`src/rtl/seg_scan_controller_if.sv`:
```
// seg_scan_controller_if
//   Groups the display-data inputs and the multiplexed display outputs of
//   seg_scan_controller into one bundle.
//   digits_in  : 32  hex nibble per digit, digit i = digits_in[4i+3:4i]
//   dp_in      : 8   decimal point request per digit, 1 = lit
//   digit_en   : 8   per-digit enable, 1 = digit may be lit
//   AN         : 8   anode select, active-low one-hot or all-ones
//   SEG        : 7   cathodes {g,f,e,d,c,b,a}, active-low
//   DP         : 1   decimal-point cathode, active-low
//   frame_done : 1   one-clock pulse at the start of each new scan frame
//   master modport drives the data inputs, slave modport is the controller.
interface seg_scan_controller_if;
  logic [31:0] digits_in;
  logic [7:0]  dp_in;
  logic [7:0]  digit_en;
  logic [7:0]  AN;
  logic [6:0]  SEG;
  logic        DP;
  logic        frame_done;

  modport master (
    output digits_in, dp_in, digit_en,
    input  AN, SEG, DP, frame_done
  );

  modport slave (
    input  digits_in, dp_in, digit_en,
    output AN, SEG, DP, frame_done
  );
endinterface

```
`src/rtl/seg_scan_controller.sv`:
```
// seg_scan_controller
//   Time-multiplexed 7-segment scanner. Each digit slot is an all-off
//   BLANK period of BLANK_CYCLES clocks followed by a DRIVE period of
//   DRIVE_CYCLES clocks. Digit data and decimal points are shadowed once
//   per frame so a frame always shows a consistent snapshot.
//   clk  : system clock
//   rst  : asynchronous, active-high reset
//   bus  : seg_scan_controller_if.slave (digits_in, dp_in, digit_en in;
//          AN, SEG, DP, frame_done out)
//   NUM_DIGITS   : scanned digit positions, 1..8
//   DRIVE_CYCLES : clocks each digit is driven, >= 1
//   BLANK_CYCLES : dead-time clocks before each digit, >= 0
module seg_scan_controller #(
  parameter int NUM_DIGITS   = 8,
  parameter int DRIVE_CYCLES = 100000,
  parameter int BLANK_CYCLES = 1000
) (
  input  logic                  clk,
  input  logic                  rst,
  seg_scan_controller_if.slave  bus
);

  localparam int MAXC = (DRIVE_CYCLES > BLANK_CYCLES) ? DRIVE_CYCLES : BLANK_CYCLES;
  localparam int CW   = $clog2(MAXC + 1);

  localparam logic [CW-1:0] DRV_LAST = CW'(DRIVE_CYCLES - 1);
  localparam logic [CW-1:0] BLK_LAST = CW'((BLANK_CYCLES > 0) ? BLANK_CYCLES - 1 : 0);
  localparam logic [2:0]    IDX_LAST = 3'(NUM_DIGITS - 1);

  typedef enum logic {BLANK, DRIVE} state_t;

  localparam state_t START = (BLANK_CYCLES == 0) ? DRIVE : BLANK;

  state_t        state, nxt_state;
  logic [2:0]    idx, nxt_idx;
  logic [CW-1:0] cnt, nxt_cnt;
  logic [31:0]   sh_d, nxt_sh_d;
  logic [7:0]    sh_dp, nxt_sh_dp;
  logic          frame_end;
  logic [3:0]    nibble;
  logic [7:0]    an_n;
  logic [6:0]    seg_n;
  logic          dp_n;

  function automatic logic [6:0] hex7(input logic [3:0] v);
    case (v)
      4'h0:    hex7 = 7'b1000000;
      4'h1:    hex7 = 7'b1111001;
      4'h2:    hex7 = 7'b0100100;
      4'h3:    hex7 = 7'b0110000;
      4'h4:    hex7 = 7'b0011001;
      4'h5:    hex7 = 7'b0010010;
      4'h6:    hex7 = 7'b0000010;
      4'h7:    hex7 = 7'b1111000;
      4'h8:    hex7 = 7'b0000000;
      4'h9:    hex7 = 7'b0010000;
      4'hA:    hex7 = 7'b0001000;
      4'hB:    hex7 = 7'b0000011;
      4'hC:    hex7 = 7'b1000110;
      4'hD:    hex7 = 7'b0100001;
      4'hE:    hex7 = 7'b0000110;
      default: hex7 = 7'b0001110;
    endcase
  endfunction

  always_comb begin
    nxt_state = state;
    nxt_idx   = idx;
    nxt_cnt   = cnt + CW'(1);
    frame_end = 1'b0;
    case (state)
      BLANK: begin
        if (cnt == BLK_LAST) begin
          nxt_state = DRIVE;
          nxt_cnt   = '0;
        end
      end
      DRIVE: begin
        if (cnt == DRV_LAST) begin
          nxt_cnt   = '0;
          nxt_state = START;
          if (idx == IDX_LAST) begin
            nxt_idx   = '0;
            frame_end = 1'b1;
          end else begin
            nxt_idx = idx + 3'd1;
          end
        end
      end
      default: ;
    endcase

    nxt_sh_d  = frame_end ? bus.digits_in : sh_d;
    nxt_sh_dp = frame_end ? bus.dp_in     : sh_dp;

    // Outputs are decoded from the next state and next shadow so the
    // registered pins line up with the cycle the state register holds them.
    nibble = nxt_sh_d[{nxt_idx, 2'b00} +: 4];
    an_n   = '1;
    seg_n  = '1;
    dp_n   = 1'b1;
    if (nxt_state == DRIVE && bus.digit_en[nxt_idx]) begin
      an_n  = ~(8'b1 << nxt_idx);
      seg_n = hex7(nibble);
      dp_n  = ~nxt_sh_dp[nxt_idx];
    end
  end

  always_ff @(posedge clk or posedge rst) begin
    if (rst) begin
      state          <= START;
      idx            <= '0;
      cnt            <= '0;
      sh_d           <= '0;
      sh_dp          <= '0;
      bus.AN         <= '1;
      bus.SEG        <= '1;
      bus.DP         <= 1'b1;
      bus.frame_done <= 1'b0;
    end else begin
      state          <= nxt_state;
      idx            <= nxt_idx;
      cnt            <= nxt_cnt;
      sh_d           <= nxt_sh_d;
      sh_dp          <= nxt_sh_dp;
      bus.AN         <= an_n;
      bus.SEG        <= seg_n;
      bus.DP         <= dp_n;
      bus.frame_done <= frame_end;
    end
  end

endmodule

```
`src/flat_wrapper.sv`:
```
// flat-port wrapper written by rule: the top's interface ports become plain ports
module seg_scan_controller_flat 
#(
  parameter int NUM_DIGITS   = 8,
  parameter int DRIVE_CYCLES = 100000,
  parameter int BLANK_CYCLES = 1000
)
  (clk, rst, bus_digits_in, bus_dp_in, bus_digit_en, bus_AN, bus_SEG, bus_DP, bus_frame_done);
  seg_scan_controller_if bus_i ();
  input  logic clk;
  input  logic rst;
  input wire logic [$bits(bus_i.digits_in)-1:0] bus_digits_in;
  input wire logic [$bits(bus_i.dp_in)-1:0] bus_dp_in;
  input wire logic [$bits(bus_i.digit_en)-1:0] bus_digit_en;
  output wire logic [$bits(bus_i.AN)-1:0] bus_AN;
  output wire logic [$bits(bus_i.SEG)-1:0] bus_SEG;
  output wire logic [$bits(bus_i.DP)-1:0] bus_DP;
  output wire logic [$bits(bus_i.frame_done)-1:0] bus_frame_done;
  assign bus_i.digits_in = bus_digits_in;
  assign bus_i.dp_in = bus_dp_in;
  assign bus_i.digit_en = bus_digit_en;
  assign bus_AN = bus_i.AN;
  assign bus_SEG = bus_i.SEG;
  assign bus_DP = bus_i.DP;
  assign bus_frame_done = bus_i.frame_done;
  seg_scan_controller #(.NUM_DIGITS(NUM_DIGITS), .DRIVE_CYCLES(DRIVE_CYCLES), .BLANK_CYCLES(BLANK_CYCLES)) u_core (.clk(clk), .rst(rst), .bus(bus_i));
endmodule
```
`config.mk`:
```
export PLATFORM = sky130hd
export DESIGN_NAME = seg_scan_controller_flat
export DESIGN_NICKNAME = d
export VERILOG_FILES = /design/src/rtl/seg_scan_controller_if.sv /design/src/rtl/seg_scan_controller.sv /design/src/flat_wrapper.sv
export SDC_FILE = /design/constraint.sdc
export NUM_CORES = 1
export LEC_CHECK = 0
export CORE_MARGIN = 2
export CORE_UTILIZATION = 54
export CTS_CLUSTER_SIZE = 20
export DETAILED_ROUTE_END_ITERATION = 10
export GPL_ROUTABILITY_DRIVEN = 1
export PLACE_DENSITY = 0.81
export REMOVE_ABC_BUFFERS = 1
export SYNTH_ARGS = -nofsm -noshare
export SYNTH_HDL_FRONTEND = slang
export SYNTH_SLANG_ARGS = --single-unit
```
`constraint.sdc`:
```
create_clock -name clk -period 4.5 [get_ports clk]
set_input_delay 0.675 -clock clk [delete_from_list [all_inputs] [get_ports clk]]
set_output_delay 0.675 -clock clk [all_outputs]
set_load 0.01 [all_outputs]
```
==> run_results.csv, run 1 <==
group,metric,value,unit
cells_and_area,regArea,1970,um^2
global_route,antenna_found_initial,0,
place,numPortBuffers,66,
synthesis,synth.top_cell.area_share,0.380,
clocking,htreeDepth,3,
timing,finalCritPeriodShare,0.866,
power_and_ir_drop,seq_power_share,0.533,
synthesis,synth_compound_area_frac,0.118,
synthesis,synthFlopType,"dfrtp_1",
power_and_ir_drop,p_total,1330,uW
clocking,clk_latency,0.36,ns
floorplan,std_cell_rows,31,
synthesis,synth_cell_type_count,68,
critical_path,cp.required,4.79,ns
floorplan,fp.dieW,90.9,um
detailed_routing,wl_per_cell,17.4,um
timing,fin_skew,0.00946,ns
critical_path,start_kind,"register",
synthesis,yosysWarnings,0,
synthesis,synthTopCellsByArea,"dfrtp_1 38%, dfstp_2 10%, nand2_1 7.7%",
global_route,grt_max_degree,47,
floorplan,ios,67,
power_and_ir_drop,p_comb_frac,0.061,
cells_and_area,antenna_cells,0,
place,gp_congestion,0.848,
synthesis,avgSynthCellArea,10.4,um^2
critical_path,rrSetupSlack,0.60,ns
power_and_ir_drop,vdd_drop_max,0.000192,V
power_and_ir_drop,p_leak,0.00210,uW
detailed_routing,drtIter0Drc,192,
place,hpwlAfterDp,7100,um
min_path,hold_class,"register to register",
place,pre_cts_ws,0.659,ns
detailed_routing,vias_per_cell,5.79,
cells_and_area,drive_above_1_share,0.157,
power_and_ir_drop,p_per_area,264,nW/um^2
synthesis,synth_xor_area_frac,0.0322,
cells_and_area,nFillCells,583,
timing,setup_violations,0,
timing,final.setup.worst_slack,0.604,ns
cells_and_area,layout_common_cells,"84 x nand2_1, 66 x clkdlybuf4s50_1, 62 x dfrtp_1",
global_route,grt_pass1_vias,3328,
detailed_routing,wl,9820,um
status,outcome,"finished, final reports clean",
clocking,clk_pin_slew,0.08,ns
timing,maxSlewViolCount,0,
power_and_ir_drop,p_sw,300,uW
synthesis,synth.area.mux_share,0.0767,
min_path,min_from,"u_core.cnt[0]$_DFF_PP0_",
clocking,cts_setup_buffers,0,
cells_and_area,multi_input_comb_area,2000,um^2
synthesis,synth_seq_area_share,0.484,
cells_and_area,syn_to_final_growth,23.5,%
timing,slew_headroom,0.465,
floorplan,start_util,0.559,
timing,fin_crit,3.90,ns
detailed_routing,vias,3271,
synthesis,synth-simple-area-share,0.235,
clocking,clockRootBuffer,"clkbuf_8",
critical_path,crit_path_max_fanout,10,
timing,hold_viol,0,
floorplan,die_area,8260,um^2
cells_and_area,layout_commonest_cell,"nand2_1",
clocking,cts.repair.resized,0,
clocking,cts_hold_buf,0,
global_route,grt_overflow_total,0,
detailed_routing,ant_nets,0,
synthesis,synthCells,392,
critical_path,r2r_cells,11,
timing,fmax,257,MHz
detailed_routing,dr.pass1.iters,5,
synthesis,synth-seq-cells,78,
detailed_routing,remaining_drc_errors,0,
timing,setup_tns,0,ns
synthesis,synth_edf_count,0,
floorplan,die_h,90.9,um
power_and_ir_drop,switching_share,0.226,
critical_path,crit_type,"register to register",
synthesis,synth_top_family_by_area,"simple AND/OR/NAND/NOR gates",
timing,worst_hold_slack,0.467,ns
floorplan,coreArea,7290,um^2
critical_path,reg2reg_from,"u_core.cnt[6]$_DFF_PP0_",
min_path,hold_end,"u_core.cnt[0]$_DFF_PP0_",
synthesis,async_flop_share,1.00,
timing,rsz0062_at_grt,"false",
power_and_ir_drop,clkPwrFrac,0.406,
clocking,numClockSinks,78,
critical_path,reg2reg_to,"u_core.bus.SEG[6]$_DFF_PP1_",
clocking,cts.path.max_buffers,2,
critical_path,crit_path_end_kind,"register",
synthesis,synth.largest_area_cell,"dfrtp_1",
global_route,grtUsageTotal,0.250,
synthesis,post_synth_fa_ha_maj_area_fraction,0.0276,
clocking,cts_made_buffers,9,
job,drv_cap,0,
power_and_ir_drop,p_int,1030,uW
global_route,grt_pass1_wl,16400,um
min_path,hold_path_depth,1,
cells_and_area,final_nets,520,
synthesis,netlist_area,4080,um^2
critical_path,critPathArrivalTime,4.18,ns
timing,tightest_slew,0.803,ns
clocking,cts_tree,"built",
metrics by stage:
step	instance area (um^2)	instances	util
after global placement	4830	549	0.662
after CTS	5040	565	0.691
after detailed placement	4830	549	0.662
final	5040	565	0.691
after floorplan	4010	379	-
after global routing	5040	565	0.691
cell families (layout without fill, tap and decap cells):
logic type                 Yosys count  count (layout)
AOI/OAI and AO/OA                   61              61
xor gates and xnor gates            15              15
adders and majority gates            9               9
buffers and inverters               22              96
DFF                                 78              78
muxes                               27              27
and+or+nand+nor                    180             180
cell type report:
class / count / area share
timing repair buffer: 71 / 0.139
inverter: 9 / 0.00720
multi-input combinational: 292 / 0.397
tap: 99 / 0.0246
sequential: 78 / 0.392
clock inverter: 6 / 0.0142
clock buffer: 10 / 0.0273
cell usage after synthesis (3+ instances only):
cell,number
mux2i_1,8
and3_1,4
nand2b_1,4
o21ai_0,13
xnor2_1,5
a22oi_1,10
nand4_1,11
nor2b_1,4
ha_1,9
o211ai_1,5
and2_1,5
clkbuf_1,4
buf_4,3
nor3b_1,3
mux2_2,15
nor4b_1,3
xor2_1,10
inv_1,8
dfstp_2,16
a21boi_0,3
nor2_1,25
a21o_1,3
buf_2,4
nand2_1,84
o221ai_1,3
dfrtp_1,62
nand3_1,14
flip-flops by register name, indices dropped and copies added (netlist names):
register and flops:
u_core.bus.AN 8, u_core.bus.DP 1, u_core.bus.SEG 7, u_core.bus.frame_done 1, u_core.cnt 17, u_core.idx 3, u_core.sh_d 32, u_core.sh_dp 8
u_core.state 1
how the worst max path moves through the flow:
| stage | depth (start not counted) | startpoint | end |
|---|---|---|---|
| after floorplan | 11 | u_core.cnt[6]$_DFF_PP0_ | u_core.bus.SEG[6]$_DFF_PP1_ |
| after global placement | 11 | u_core.idx[0]$_DFF_PP0_ | u_core.bus.SEG[6]$_DFF_PP1_ |
| after detailed placement | 11 | u_core.cnt[6]$_DFF_PP0_ | u_core.bus.SEG[6]$_DFF_PP1_ |
| after CTS | 11 | u_core.cnt[6]$_DFF_PP0_ | u_core.bus.SEG[6]$_DFF_PP1_ |
| after global routing | 12 | u_core.cnt[0]$_DFF_PP0_ | u_core.bus.SEG[6]$_DFF_PP1_ |
| final | 11 | u_core.cnt[6]$_DFF_PP0_ | u_core.bus.SEG[6]$_DFF_PP1_ |
worst max-delay path, stage by stage (launching register included):
cell       delay (ns)
dfrtp_1          0.44
nand2b_1         0.25
or4_1            0.72
o21ai_1          0.27
nand2_1          0.30
a21boi_0         0.22
a2111oi_0        0.40
a31o_2           0.26
inv_1            0.11
ha_1             0.26
mux2_1           0.30
a221o_1          0.30
power groups by stage:
stage | Combinational [uW] | Clock, uW | Sequential (uW)
global route | 87.6 | 584 | 710
floorplan | 28.5 | 0 | 722
CTS | 81.7 | 546 | 710
finish | 80.6 | 540 | 710
detailed placement | 80.9 | 0 | 723
global placement | 79.4 | 0 | 722
layer usage:
metal	routed length (um)	global-route usage	up-vias
met1	4320	0.334	1610
li1	-	-	1526
met3	513	0.0534	16
met4	160	0.0783	0
met5	0	0	-
met2	4830	0.412	119
No activity file was read; power rests on OpenSTA's default activity.
==> run 2, diff against run 1 <==
- GPL_ROUTABILITY_DRIVEN: 1 -> default
==> results of run 2 <==
Final layout, timing and power as in run 1 (identical DEF).
